<file path="src/rtl/redun_mont_pkg.sv">
// Shared types and constants for the redun_mont squarer and its sequencer.
package redun_mont_pkg;

    localparam int NUM_WRDS    = 4;
    localparam int WRD_BITS    = 16;
    localparam int DAT_BITS    = NUM_WRDS * WRD_BITS;
    // Carry out of a single collapse step is at most 2.
    localparam int COLLAPSE_CW = 2;

    // Canonical field element.
    typedef logic [DAT_BITS-1:0] fe_t;

    // Redundant form: NUM_WRDS words of WRD_BITS+1 bits, word k weighted by 2^(k*WRD_BITS).
    typedef logic [NUM_WRDS-1:0][WRD_BITS:0] redun0_t;

    // One-hot sequencer states.
    typedef enum logic [4:0] {
        S_IDLE     = 5'b00001,
        S_LOAD     = 5'b00010,
        S_RUN      = 5'b00100,
        S_COLLAPSE = 5'b01000,
        S_DONE     = 5'b10000
    } seq_state_t;

    // Canonical to redundant: every word gets a zero spare bit.
    function automatic redun0_t to_redun(input fe_t x);
        redun0_t r;
        for (int k = 0; k < NUM_WRDS; k++) begin
            r[k] = {1'b0, x[k*WRD_BITS +: WRD_BITS]};
        end
        return r;
    endfunction

endpackage

</file>
<file path="src/rtl/redun_mont_seq_if.sv">
// Host-side start/result handshake of the redun_mont sequencer.
interface redun_mont_seq_if #(
    parameter int ITER_W = 64
);
    import redun_mont_pkg::*;

    fe_t                    i_x;
    logic [ITER_W-1:0]      i_iters;
    logic                   i_start_val;
    logic                   o_start_rdy;
    logic                   i_abort;
    fe_t                    o_res;
    logic [COLLAPSE_CW-1:0] o_res_ovf;
    logic                   o_res_val;
    logic                   i_res_rdy;

    // Sequencer view.
    modport slave (
        input  i_x, i_iters, i_start_val, i_abort, i_res_rdy,
        output o_start_rdy, o_res, o_res_ovf, o_res_val
    );

    // Host view.
    modport master (
        output i_x, i_iters, i_start_val, i_abort, i_res_rdy,
        input  o_start_rdy, o_res, o_res_ovf, o_res_val
    );

endinterface

</file>
<file path="src/rtl/redun_collapse.sv">
// Word-serial carry resolver: turns a redundant value into canonical binary
// plus a small overflow, one word per cycle starting from word 0.
module redun_collapse
    import redun_mont_pkg::*;
(
    input  logic                   i_clk,
    input  logic                   i_rst,
    input  logic                   i_flush,
    input  logic                   i_load,
    input  redun0_t                i_w,
    output fe_t                    o_res,
    output logic [COLLAPSE_CW-1:0] o_ovf,
    output logic                   o_last
);

    localparam int KW = (NUM_WRDS > 1) ? $clog2(NUM_WRDS) : 1;

    redun0_t                r_w;
    logic [KW-1:0]          r_k;
    logic                   r_busy;
    logic [COLLAPSE_CW-1:0] r_c;
    fe_t                    r_res;
    logic [COLLAPSE_CW-1:0] r_ovf;

    // A (WRD_BITS+1)-bit word plus a carry of at most 2 fits in WRD_BITS+2 bits.
    logic [WRD_BITS+1:0]    w_sum;

    assign w_sum  = {1'b0, r_w[r_k]} + {{WRD_BITS{1'b0}}, r_c};
    assign o_last = r_busy && (r_k == KW'(NUM_WRDS - 1));
    assign o_res  = r_res;
    assign o_ovf  = r_ovf;

    // Load a value, then resolve one word per cycle until the top word is done.
    always_ff @(posedge i_clk) begin
        if (i_rst) begin
            // NOTE: the result registers are reset too, so a job killed by reset can never leave a stale value on o_res.
            r_w    <= '0;
            r_k    <= '0;
            r_busy <= 1'b0;
            r_c    <= '0;
            r_res  <= '0;
            r_ovf  <= '0;
        end else if (i_flush) begin
            r_busy <= 1'b0;
        end else if (i_load) begin
            r_w    <= i_w;
            r_k    <= '0;
            r_busy <= 1'b1;
            r_c    <= '0;
            r_res  <= '0;
            r_ovf  <= '0;
        end else if (r_busy) begin
            // NOTE: non-blocking updates so w_sum is always formed from the pre-edge word index and carry.
            r_res[r_k*WRD_BITS +: WRD_BITS] <= w_sum[WRD_BITS-1:0];
            r_c                             <= w_sum[WRD_BITS +: COLLAPSE_CW];
            if (o_last) begin
                r_busy <= 1'b0;
                r_ovf  <= w_sum[WRD_BITS +: COLLAPSE_CW];
            end else begin
                r_k <= r_k + 1'b1;
            end
        end
    end

endmodule

</file>
<file path="src/rtl/redun_mont_seq.sv">
// Sequencer for the redun_mont repeated-squaring core: loads x, counts T
// squarings, collapses the final redundant result and hands it to the host.
module redun_mont_seq
    import redun_mont_pkg::*;
#(
    parameter int ITER_W = 64
) (
    input  logic              i_clk,
    input  logic              i_rst,
    redun_mont_seq_if.slave   host_if,
    output redun0_t           o_sq,
    output logic              o_sq_val,
    output logic              o_sq_rst,
    input  redun0_t           i_mul,
    input  logic              i_mul_val,
    output logic [ITER_W-1:0] o_iter_cnt,
    output logic              o_busy
);

    seq_state_t        r_state;
    logic [ITER_W-1:0] r_iters;
    logic [ITER_W-1:0] r_iter_cnt;
    redun0_t           r_sq;
    logic              r_sq_val;
    logic              r_sq_rst;
    logic              r_res_val;

    logic              w_abort;
    logic              w_final;
    logic              w_coll_load;
    redun0_t           w_coll_w;
    logic              w_coll_last;

    // Abort only matters once a job is in flight; it beats every other event.
    assign w_abort = host_if.i_abort && (r_state != S_IDLE);

    // The squarer pulse that completes the T-th squaring.
    assign w_final = (r_state == S_RUN) && i_mul_val && (r_iter_cnt != r_iters) &&
                     ((r_iter_cnt + ITER_W'(1)) == r_iters);

    // The collapser is fed either x directly (T==0) or the final squarer result.
    assign w_coll_load = ((r_state == S_IDLE) && host_if.i_start_val && (host_if.i_iters == '0)) ||
                         (w_final && !host_if.i_abort);
    assign w_coll_w    = (r_state == S_IDLE) ? to_redun(host_if.i_x) : i_mul;

    redun_collapse u_collapse (
        .i_clk   (i_clk),
        .i_rst   (i_rst),
        .i_flush (w_abort),
        .i_load  (w_coll_load),
        .i_w     (w_coll_w),
        .o_res   (host_if.o_res),
        .o_ovf   (host_if.o_res_ovf),
        .o_last  (w_coll_last)
    );

    assign o_sq                = r_sq;
    assign o_sq_val            = r_sq_val;
    assign o_sq_rst            = r_sq_rst;
    assign o_iter_cnt          = r_iter_cnt;
    assign o_busy              = (r_state != S_IDLE);
    assign host_if.o_start_rdy = (r_state == S_IDLE);
    assign host_if.o_res_val   = r_res_val;

    // Job FSM with registered squarer handshake, iteration counter and result valid.
    always_ff @(posedge i_clk) begin
        if (i_rst) begin
            r_state    <= S_IDLE;
            r_iters    <= '0;
            r_iter_cnt <= '0;
            r_sq       <= '0;
            r_sq_val   <= 1'b0;
            r_sq_rst   <= 1'b1;
            r_res_val  <= 1'b0;
        end else begin
            r_sq_val <= 1'b0;
            if (w_abort) begin
                r_state   <= S_IDLE;
                r_sq_rst  <= 1'b1;
                r_res_val <= 1'b0;
            end else begin
                case (r_state)
                    S_IDLE: begin
                        if (host_if.i_start_val) begin
                            r_iters    <= host_if.i_iters;
                            r_iter_cnt <= '0;
                            if (host_if.i_iters == '0) begin
                                r_state <= S_COLLAPSE;
                            end else begin
                                // Squarer operand and load pulse are valid during LOAD.
                                r_state  <= S_LOAD;
                                r_sq     <= to_redun(host_if.i_x);
                                r_sq_val <= 1'b1;
                                r_sq_rst <= 1'b0;
                            end
                        end
                    end
                    S_LOAD: begin
                        r_state <= S_RUN;
                    end
                    S_RUN: begin
                        if (i_mul_val && (r_iter_cnt != r_iters)) begin
                            r_iter_cnt <= r_iter_cnt + ITER_W'(1);
                            if (w_final) begin
                                r_state  <= S_COLLAPSE;
                                r_sq_rst <= 1'b1;
                            end
                        end
                    end
                    S_COLLAPSE: begin
                        if (w_coll_last) begin
                            r_state   <= S_DONE;
                            r_res_val <= 1'b1;
                        end
                    end
                    S_DONE: begin
                        if (host_if.i_res_rdy) begin
                            r_state   <= S_IDLE;
                            r_res_val <= 1'b0;
                        end
                    end
                    default: begin
                        r_state   <= S_IDLE;
                        r_sq_rst  <= 1'b1;
                        r_res_val <= 1'b0;
                    end
                endcase
            end
        end
    end

endmodule

</file>
<file path="src/flat_wrapper.sv">
// flat-port wrapper written by rule: the top's interface ports become plain ports
module redun_mont_seq_flat import redun_mont_pkg::*;
#(
    parameter int ITER_W = 64
)
  (i_clk, i_rst, o_sq, o_sq_val, o_sq_rst, i_mul, i_mul_val, o_iter_cnt, o_busy, host_if_i_x, host_if_i_iters, host_if_i_start_val, host_if_i_abort, host_if_i_res_rdy, host_if_o_start_rdy, host_if_o_res, host_if_o_res_ovf, host_if_o_res_val);
  redun_mont_seq_if #(.ITER_W(ITER_W)) host_if_i ();
  input  logic i_clk;
  input  logic i_rst;
  output redun0_t o_sq;
  output logic o_sq_val;
  output logic o_sq_rst;
  input  redun0_t i_mul;
  input  logic i_mul_val;
  output logic [ITER_W-1:0] o_iter_cnt;
  output logic o_busy;
  input wire logic [$bits(host_if_i.i_x)-1:0] host_if_i_x;
  input wire logic [$bits(host_if_i.i_iters)-1:0] host_if_i_iters;
  input wire logic [$bits(host_if_i.i_start_val)-1:0] host_if_i_start_val;
  input wire logic [$bits(host_if_i.i_abort)-1:0] host_if_i_abort;
  input wire logic [$bits(host_if_i.i_res_rdy)-1:0] host_if_i_res_rdy;
  output wire logic [$bits(host_if_i.o_start_rdy)-1:0] host_if_o_start_rdy;
  output wire logic [$bits(host_if_i.o_res)-1:0] host_if_o_res;
  output wire logic [$bits(host_if_i.o_res_ovf)-1:0] host_if_o_res_ovf;
  output wire logic [$bits(host_if_i.o_res_val)-1:0] host_if_o_res_val;
  assign host_if_i.i_x = host_if_i_x;
  assign host_if_i.i_iters = host_if_i_iters;
  assign host_if_i.i_start_val = host_if_i_start_val;
  assign host_if_i.i_abort = host_if_i_abort;
  assign host_if_i.i_res_rdy = host_if_i_res_rdy;
  assign host_if_o_start_rdy = host_if_i.o_start_rdy;
  assign host_if_o_res = host_if_i.o_res;
  assign host_if_o_res_ovf = host_if_i.o_res_ovf;
  assign host_if_o_res_val = host_if_i.o_res_val;
  redun_mont_seq #(.ITER_W(ITER_W)) u_core (.i_clk(i_clk), .i_rst(i_rst), .host_if(host_if_i), .o_sq(o_sq), .o_sq_val(o_sq_val), .o_sq_rst(o_sq_rst), .i_mul(i_mul), .i_mul_val(i_mul_val), .o_iter_cnt(o_iter_cnt), .o_busy(o_busy));
endmodule
</file>
<file path="config.mk">
export PLATFORM = sky130hd
export DESIGN_NAME = redun_mont_seq_flat
export DESIGN_NICKNAME = d
export VERILOG_FILES = /design/src/rtl/redun_mont_pkg.sv /design/src/rtl/redun_mont_seq_if.sv /design/src/rtl/redun_collapse.sv /design/src/rtl/redun_mont_seq.sv /design/src/flat_wrapper.sv
export SDC_FILE = /design/constraint.sdc
export NUM_CORES = 1
export LEC_CHECK = 0
export CAP_MARGIN = 40
export CORE_MARGIN = 8
export CORE_UTILIZATION = 46
export DETAILED_ROUTE_END_ITERATION = 10
export PLACE_DENSITY = 0.87
export SYNTH_ARGS = -nofsm -noshare
export SYNTH_HDL_FRONTEND = slang
export SYNTH_SLANG_ARGS = --single-unit
</file>
<file path="constraint.sdc">
create_clock -name i_clk -period 3.7 [get_ports i_clk]
set_input_delay 0.37 -clock i_clk [delete_from_list [all_inputs] [get_ports i_clk]]
set_output_delay 0.37 -clock i_clk [all_outputs]
set_load 0.02 [all_outputs]
</file>
==> flow_summary.yaml, run 1 <==
die:
  num_io_pins: 405
  core.rowCount: 71
  core-area_um2: 37300
  die-area_um2: 44000
  start_util_pct: 46.3
  die_h_um: 210
  die_x_um: 210
setup_path:
  critPathRequiredTime_ns: 4.11
  crit_type: "flop to flop"
  worstReg2RegEnd: "u_core.u_collapse.r_w[17]"
  r2r_start: "u_core.o_iter_cnt[13]"
  cp-start-kind: "flop"
  path_cells: "nand4_1 -> or4_4 -> buf_12 -> or4_4 -> nor3_2 -> o21ai_1 -> nor4_2 -> nand4_2 -> buf_6 -> o31ai_4 -> buf_12 -> buf_12 -> buf_16 -> nor2_1 -> a311oi_2"
  end_kind: "flop"
  reg2regPathDepth: 15
  cpMaxStageDelayCell: "or4_4"
  worstPathMaxFanout: 11
  r2r_setup_slack_ns: -0.39
  cpPeakStageDelay_ns: 0.56
  critical_path_arrival_ns: 4.50
  crit_top_cell: "buf_12"
layout:
  fillers: 2796
  seqCellArea_um2: 6810
  instances_no_fill: 3226
  syn2layout_area_growth_pct: 43.4
  final_net_count: 2920
  multiInputGateArea_um2: 9870
  drive_above_1_share_pct: 15.5
  final_area_um2: 24800
sta:
  setup_viol: 120
  worst-slew-pin-transition_ns: 1.01
  maxSlewViolCount: 0
  rsz0062_at_grt: "yes"
  min_period_ns: 4.09
  slew_headroom_pct: 32.7
  fmax_mhz: 245
  tns_ns: -4.84
  whs_ns: 0.368
  layout_setup_ws_ns: -0.389
  skew_ns: 0.0332
  hold_viol_final: 0
  min_period_over_period_pct: 111
hold_path:
  hold_depth: 3
  hold_path.startpoint: "i_mul[54]"
  hold_end: "u_core.u_collapse.r_w[54]"
  min_path_type: "input port to flop"
clock_network:
  clk_pin_slew_ns: 0.07
  postCtsHoldBufs: 0
  cts_tree: "built"
  cts_buffer_depth: 3
  cts_root_buffer: "clkbuf_16"
  clock_latency_ns: 0.57
  h-tree-depth: 2
  cts_buffers: 37
  cts_sinks: 339
place:
  dp_hpwl_mm: 58.5
  place_area_um2: 22700
  post-place-ws_ns: -0.0684
  io_buffers: 400
  gp_congestion: 1.04
  dp_cells: 3107
yosys:
  avgSynthCellArea_um2: 7.79
  synth_ff_type: "dfxtp_1"
  ys_warn_count: 0
  async_flop_share_pct: 0
  yosysUniqueCellTypes: 72
  synth.yosys.seq_area_share_pct: 39.3
  synth-edff-count: 0
  syn_inst: 2215
  syn_area_um2: 17300
  synth_seq_cells: 339
route:
  avgRoutedWirePerCell_um: 25.7
  drc: 0
  drt-initial-drc-count: 2717
  vias_per_cell: 6.34
  firstDrtPassIters: 7
  met2_length_mm: 37.4
  postRouteAntennaNets: 0
  drt_wl_total_mm: 82.9
  met3_length_mm: 10.7
  highest_layer: "met5"
  met1Wirelength_mm: 28.6
  vias: 20400
status:
  violations: "setup timing"
  outcome: "finished with violations"
global_route:
  antenna_found_initial: 21
  first_global_vias: 18900
  overflow: 0
  grtUsageTotal_pct: 33.1
  grt_max_degree: 137
  grt_pass1_wl_mm: 114
power_and_ir_drop:
  leakage_nw: 8.89
  power_density_nw_per_um2: 478
  ir_drop_v: 0.000504
run:
  max-cap-violations: 0
-- kinds of logic after synthesis --
kind of cell,Yosys count,share of synthesized area [%]
other cells,1,0.0217
compound gates,453,17.2
xor+xnor,115,5.83
simple gates,1085,29.5
flops,339,39.3
mux,25,2.70
buf+inv,188,4.67
fa+ha+maj,9,0.696
-- per-stage QoR --
step,total power [W],util [%]
2_1_floorplan,0.00632,-
3_3_place_gp,0.00754,60.8
6_report,0.0118,66.3
5_1_grt,0.0122,66.3
3_5_place_dp,0.00763,60.8
4_1_cts,0.0116,64.4
-- timing repair --
item | CTS | global route
endpoints found under the setup margin | 54 | 138
gates cloned | 0 | 10
resized for setup | 4 | 65
setup buffers | 1 | 26
pin swaps | 2 | 20
-- worst max-delay path, delay by kind of cell (launching register included) --
family | cells | cell delay (ns)
and+or+nand+nor | 7 | 1.90
DFF | 1 | 0.34
buffers and inverters | 5 | 0.78
AOI/OAI and AO/OA | 3 | 0.91
-- worst max path at each step --
stage                                      from                         to  slack, ns
after floorplan            u_core.o_iter_cnt[0]  u_core.u_collapse.r_w[17]      -0.01
after global placement    u_core.o_iter_cnt[25]  u_core.u_collapse.r_w[48]       0.05
after detailed placement  u_core.o_iter_cnt[25]   u_core.u_collapse.r_w[6]      -0.07
after CTS                  u_core.o_iter_cnt[5]   u_core.u_collapse.r_w[6]      -0.03
after global routing      u_core.o_iter_cnt[12]  u_core.u_collapse.r_w[17]      -0.43
final                     u_core.o_iter_cnt[13]  u_core.u_collapse.r_w[17]      -0.39
-- synth_stat cells, drive strengths merged (3+ instances only) --
cell type  number  area share (%)
nand2b          7            0.25
nand3b         13            0.57
nor3b           5            0.22
or2             3            0.11
nor3           44             1.4
nand3          42             1.2
a21oi         271             7.9
xnor2          83             4.2
clkbuf        130             2.8
a31oi           8            0.29
nor4b           4            0.24
nand4          53             2.0
o31ai           4            0.20
nand2         450             9.8
or4            18            0.83
nor4           52             2.1
o21ai          67             1.9
nand4b         14            0.71
buf            43             1.5
inv            15            0.33
mux4           17             2.2
and4           20             1.0
mux2i           5            0.29
and3           28             1.0
nor2          281             6.1
or3            32             1.2
xor2           32             1.6
nor2b           4            0.14
a22oi          13            0.57
and2           12            0.43
a311oi         67             5.2
dfxtp         339              39
ha              8            0.58
mux2            3            0.20
-- cell type report --
class                   count  area share [%]
inverters                  15           0.227
repair buffers            624            24.6
clock buffers              52            4.42
multi-input cells        1692            39.9
flip-flops and latches    339            27.5
well taps                 474            2.40
diodes                     16           0.162
clock inverters            14           0.849
-- sequential cells by signal, summed over array words and instances, names as in the netlist --
register,flops
u_core.u_collapse.r_w,68
u_core.o_iter_cnt,64
u_core.o_sq,64
u_core.r_iters,64
u_core.u_collapse.o_res,64
u_core.r_state,5
u_core.u_collapse.o_ovf,2
u_core.u_collapse.r_c,2
u_core.u_collapse.r_k,2
u_core.host_if.o_res_val,1
u_core.o_sq_rst,1
u_core.o_sq_val,1
u_core.u_collapse.r_busy,1
-- cell usage in the layout, fill, tap and decap left out, drive strengths merged, types with 20 or more instances in the layout --
cell | netlist | final
a21oi | 271 | 271
a311oi | 67 | 67
and3 | 28 | 28
and4 | 20 | 20
buf | 43 | 218
clkbuf | 130 | 59
clkdlybuf4s50 | 0 | 399
dfxtp | 339 | 339
nand2 | 450 | 450
nand3 | 42 | 42
nand4 | 53 | 53
nor2 | 281 | 281
nor3 | 44 | 44
nor4 | 52 | 52
o21ai | 67 | 67
or3 | 32 | 33
xnor2 | 83 | 83
xor2 | 32 | 32
-- routing by layer --
metal | vias to the layer above | global-route usage (%)
met5 | - | 0
met4 | 6 | 20.8
met3 | 395 | 8.32
met2 | 1629 | 52.7
met1 | 9636 | 39.6
li1 | 8773 | -
-- where the power goes --
group	total, W	switching [W]	internal [W]	leakage (nW)
sequential	0.00423	0.000276	0.00395	2.76
clock	0.00398	0.00162	0.00236	0.632
combinational	0.00361	0.00236	0.00125	5.50
total	0.0118	0.00426	0.00757	8.89
(Power assumes the default switching activity.)
==> run 2, diff against run 1 <==
CORE_UTILIZATION = 51   (was 46)
PLACE_DENSITY = 0.9   (was 0.87)
SETUP_SLACK_MARGIN = 0.02   (was default)
clock period = 4.4 ns   (was 3.7 ns; I/O delays follow)
==> flow_summary.yaml, run 2 (synthesis gave the netlist of run 1 again) <==
status:
  outcome: "finished, final reports clean"
power_and_ir_drop:
  power_density_nw_per_um2: 428
  ir_drop_v: 0.000437
  leakage_nw: 8.13
  p_clk_share_pct: 34.1
  pwr-share-comb_pct: 30.4
  switchingPower_w: 0.00360
  switching_share_pct: 36.0
  seqPwrFrac_pct: 35.5
  p_int_w: 0.00640
sta:
  skew_ns: 0.0202
  hold_viol_final: 0
  min_period_ns: 4.23
  fmax_mhz: 236
  maxSlewViolCount: 0
  setup_viol: 0
  rsz0062_at_grt: "no"
  tns_ns: 0
  slew_headroom_pct: 36.4
  min_period_over_period_pct: 96.2
  worst-slew-pin-transition_ns: 0.954
die:
  die-area_um2: 40000
  die_h_um: 200
  start_util_pct: 51.6
  core-area_um2: 33400
  die_x_um: 200
  num_io_pins: 405
  core.rowCount: 67
layout:
  final_net_count: 2789
  most-common-layout-cells: "447 x nand2_1, 399 x clkdlybuf4s50_1, 333 x dfxtp_1"
  multiInputGateArea_um2: 9770
  instances_no_fill: 3061
  regMostFlops: "u_core.u_collapse.r_w"
  largest_reg_flops: 68
  seqCellArea_um2: 6790
  final_common_cell: "nand2_1"
  drive_above_1_share_pct: 10.2
  syn2layout_area_growth_pct: 35.3
  fillers: 2482
hold_path:
  hold_depth: 2
  hold_end: "u_core.o_sq[61]"
  hold_path.startpoint: "u_core.o_sq[61]"
  min_path_type: "flop to flop"
route:
  postRouteAntennaNets: 0
  avgRoutedWirePerCell_um: 26.7
  vias_per_cell: 6.43
  firstDrtPassIters: 8
  vias: 19700
  drc: 0
  drt_wl_total_mm: 81.8
  drt-initial-drc-count: 2485
clock_network:
  cts_root_buffer: "clkbuf_16"
  postCtsHoldBufs: 0
  cts_tree: "built"
  h-tree-depth: 2
  clk_pin_slew_ns: 0.06
  cts_sinks: 339
  clock_latency_ns: 0.55
  cts_buffer_depth: 3
  cts_buffers: 38
global_route:
  antenna_found_initial: 7
  grtUsageTotal_pct: 39.4
  grt_max_degree: 118
  overflow: 0
  grt_pass1_wl_mm: 119
  first_global_vias: 19100
setup_path:
  r2r_setup_slack_ns: 0.17
  worstReg2RegEnd: "u_core.u_collapse.r_w[47]"
  reg2regPathDepth: 12
  end_kind: "flop"
  cp-start-kind: "flop"
  worstPathMaxFanout: 25
  worstSetupStartpoint: "u_core.o_iter_cnt[31]"
  crit_type: "flop to flop"
  r2r_start: "u_core.o_iter_cnt[31]"
  critical_path_arrival_ns: 4.67
  critPathRequiredTime_ns: 4.84
place:
  dp_hpwl_mm: 60.3
  gp_congestion: 1.03
  io_buffers: 400
  dp_cells: 2982
run:
  max-cap-violations: 0
-- run 2: worst max-delay path: stages (launching register included) --
cell and delay, ns:
dfxtp_1 0.56, and4_1 0.35, nand3_1 0.29, nor4_2 0.54, mux2_1 0.21, a21oi_1 0.13, a311oi_1 0.55, nand4_2 0.33
o31ai_4 0.36, buf_12 0.21, buf_12 0.19, nor2_1 0.07, a311oi_2 0.32
-- run 2: power by group through the flow --
stage                     Sequential [W]  Combinational [W]  Clock, W
after floorplan                  0.00367            0.00164         0
after global placement           0.00358            0.00285         0
after detailed placement         0.00359            0.00290         0
after CTS                        0.00353            0.00296   0.00340
after global routing             0.00356            0.00323   0.00353
final                            0.00355            0.00304   0.00341
-- run 2: final cells by class --
type | instances | share of cell area [%]
Antenna cell | 6 | 0.0643
Clock buffer | 58 | 4.91
Clock inverter | 11 | 0.771
Inverter | 15 | 0.241
Multi-Input combinational cell | 1691 | 41.8
Sequential cell | 339 | 29.1
Tap cell | 448 | 2.40
Timing Repair Buffer | 493 | 20.7
-- run 2: through the flow --
step	power (W)	worst slack, ns	util, %	hold slack (ns)	instance area [um^2]
finish	0.0100	0.165	69.9	0.457	23400
global route	0.0103	0.0396	69.8	0.471	23400
CTS	0.00989	0.0214	69.5	0.454	23300
detailed placement	0.00650	-0.0516	65.6	0.446	21900
global placement	0.00644	-0.0308	65.5	0.442	21900
floorplan	0.00532	0.553	-	0.445	17300
-- run 2: repair_timing --
item | in CTS | in global routing
setup buffers | 0 | 3
gates resized for setup | 1 | 13
setup endpoints to repair | 59 | 68
pin swaps | 0 | 4
cloned | 0 | 0
-- run 2: worst max-delay path by stage --
stage / slack (ns) / to / depth (start not counted)
finish: 0.17 / u_core.u_collapse.r_w[47] / 12
global route: 0.04 / u_core.u_collapse.r_w[11] / 12
CTS: 0.02 / u_core.u_collapse.r_w[11] / 13
detailed placement: -0.05 / u_core.u_collapse.r_w[21] / 12
global placement: -0.03 / u_core.u_collapse.r_w[53] / 12
floorplan: 0.55 / u_core.u_collapse.r_w[17] / 14
-- run 2: routing by layer --
metal  wire (um)  track usage, %
met3       10200            11.0
met5          10               0
met1       28300            46.0
met4        5820            24.7
met2       37500            63.5
==> run 3, diff against run 2 <==
==> constraint.sdc (replaced) <==
create_clock -name i_clk -period 4.4 [get_ports i_clk]
set_input_delay 1.1 -clock i_clk [delete_from_list [all_inputs] [get_ports i_clk]]
set_output_delay 1.1 -clock i_clk [all_outputs]
set_load 0.02 [all_outputs]
==> flow_summary.yaml, run 3 (synthesis gave the netlist of run 1 again) <==
power_and_ir_drop:
  ir_drop_v: 0.000367
  leakage_nw: 8.05
  power_density_nw_per_um2: 425
global_route:
  overflow: 0
  grt_pass1_wl_mm: 116
  grt_max_degree: 136
  first_global_vias: 18900
  grtUsageTotal_pct: 38.1
  antenna_found_initial: 14
clock_network:
  postCtsHoldBufs: 0
  cts_sinks: 339
  cts_tree: "built"
  clk_pin_slew_ns: 0.06
  clock_latency_ns: 0.56
  cts_root_buffer: "clkbuf_16"
  cts_buffers: 38
  cts_buffer_depth: 3
  h-tree-depth: 2
setup_path:
  critPathRequiredTime_ns: 4.85
  worstSetupStartpoint: "u_core.o_iter_cnt[8]"
  end_kind: "flop"
  critical_path_arrival_ns: 4.70
  worstReg2RegEnd: "u_core.u_collapse.r_w[21]"
  r2r_start: "u_core.o_iter_cnt[8]"
  r2r_setup_slack_ns: 0.15
  crit_type: "flop to flop"
  reg2regPathDepth: 13
  cp-start-kind: "flop"
  worstPathMaxFanout: 31
route:
  postRouteAntennaNets: 0
  drt_wl_total_mm: 79.5
  avgRoutedWirePerCell_um: 26.0
  firstDrtPassIters: 5
  drt-initial-drc-count: 2538
  vias: 19400
  drc: 0
  vias_per_cell: 6.34
place:
  dp_hpwl_mm: 58.9
  gp_congestion: 1.04
  dp_cells: 2974
  io_buffers: 400
  place_area_um2: 21900
layout:
  regMostFlops: "u_core.u_collapse.r_w"
  final_net_count: 2783
  fin_util_pct: 69.6
  syn2layout_area_growth_pct: 34.9
  fillers: 2422
  most-common-layout-cells: "447 x nand2_1, 399 x clkdlybuf4s50_1, 331 x dfxtp_1"
  instances_no_fill: 3058
  final_area_um2: 23300
  final_common_cell: "nand2_1"
  drive_above_1_share_pct: 10.0
  largest_reg_flops: 68
sta:
  fmax_mhz: 235
  hold_viol_final: 0
  setup_viol: 0
  min_period_ns: 4.25
  skew_ns: 0.0191
  slew_headroom_pct: 42.8
  maxSlewViolCount: 0
  worst-slew-pin-transition_ns: 0.857
  min_period_over_period_pct: 96.6
  whs_ns: 0.452
hold_path:
  hold_end: "u_core.o_sq[3]"
  min_path_type: "flop to flop"
  hold_depth: 2
  hold_path.startpoint: "u_core.o_sq[3]"
die:
  die_x_um: 200
  die_h_um: 200
  start_util_pct: 51.6
  num_io_pins: 405
  die-area_um2: 40000
  core.rowCount: 67
  core-area_um2: 33400
run:
  max-cap-violations: 0
status:
  outcome: "finished, final reports clean"
-- run 3: what timing repair did --
item	CTS	global route
pin swaps	1	4
buffers inserted	4	2
setup endpoints to repair	1	64
endpoints found under the hold margin	0	0
resized for setup	0	10
-- run 3: final cells by class --
cell class              instances  area (um^2)  share of cell area, %
diodes                          9         22.5                 0.0967
clock buffers                  56         1140                   4.89
clock inverters                13          195                  0.838
inverters                      15         56.3                  0.242
multi-input cells            1691         9720                   41.8
flip-flops and latches        339         6800                   29.2
well taps                     448          561                   2.41
repair buffers                487         4790                   20.6
-- run 3: power by group --
part / total (W) / switching [W] / leakage (nW) / internal, W
logic: 0.00299 / 0.00198 / 4.65 / 0.00101
clock network: 0.00336 / 0.00137 / 0.645 / 0.00199
registers: 0.00355 / 0.000230 / 2.75 / 0.00332
-- run 3: worst max-delay path by stage --
stage | slack [ns] | end
5_1_grt | -0.007 | u_core.u_collapse.r_w[23]
3_5_place_dp | 0.04 | u_core.u_collapse.r_w[21]
3_3_place_gp | 0.09 | u_core.u_collapse.r_w[40]
6_report | 0.15 | u_core.u_collapse.r_w[21]
4_1_cts | 0.13 | u_core.u_collapse.r_w[21]
2_1_floorplan | 0.55 | u_core.u_collapse.r_w[17]
-- run 3: worst max-delay path: stages, from the launching register on --
cell	delay [ns]
dfxtp_2	0.47
nand2_1	0.17
or4_1	0.54
buf_4	0.24
or4_4	0.59
nor3_1	0.26
o21ai_1	0.11
nor4_2	0.36
nand4_2	0.27
o31ai_4	0.33
buf_12	0.18
buf_12	0.19
nor2_1	0.09
a311oi_2	0.30
-- run 3: stage by stage --
step | worst slack [ns] | TNS [ns] | total power, W
2_1_floorplan | 0.553 | 0 | 0.00532
3_3_place_gp | 0.0876 | 0 | 0.00640
3_5_place_dp | 0.0412 | 0 | 0.00648
4_1_cts | 0.127 | 0 | 0.00980
5_1_grt | -0.00666 | -0.00666 | 0.0102
6_report | 0.152 | 0 | 0.00991
-- run 3: routing by layer --
| layer | GRT usage, % | wire [um] | share of wire, % | up-vias |
|---|---|---|---|---|
| li1 | - | - | - | 8495 |
| met1 | 44.9 | 27900 | 35 | 9214 |
| met2 | 61.6 | 37000 | 46 | 1361 |
| met3 | 10.5 | 9550 | 12 | 325 |
| met4 | 22.2 | 5070 | 6.4 | 8 |
| met5 | 0 | 48 | 0.060 | - |
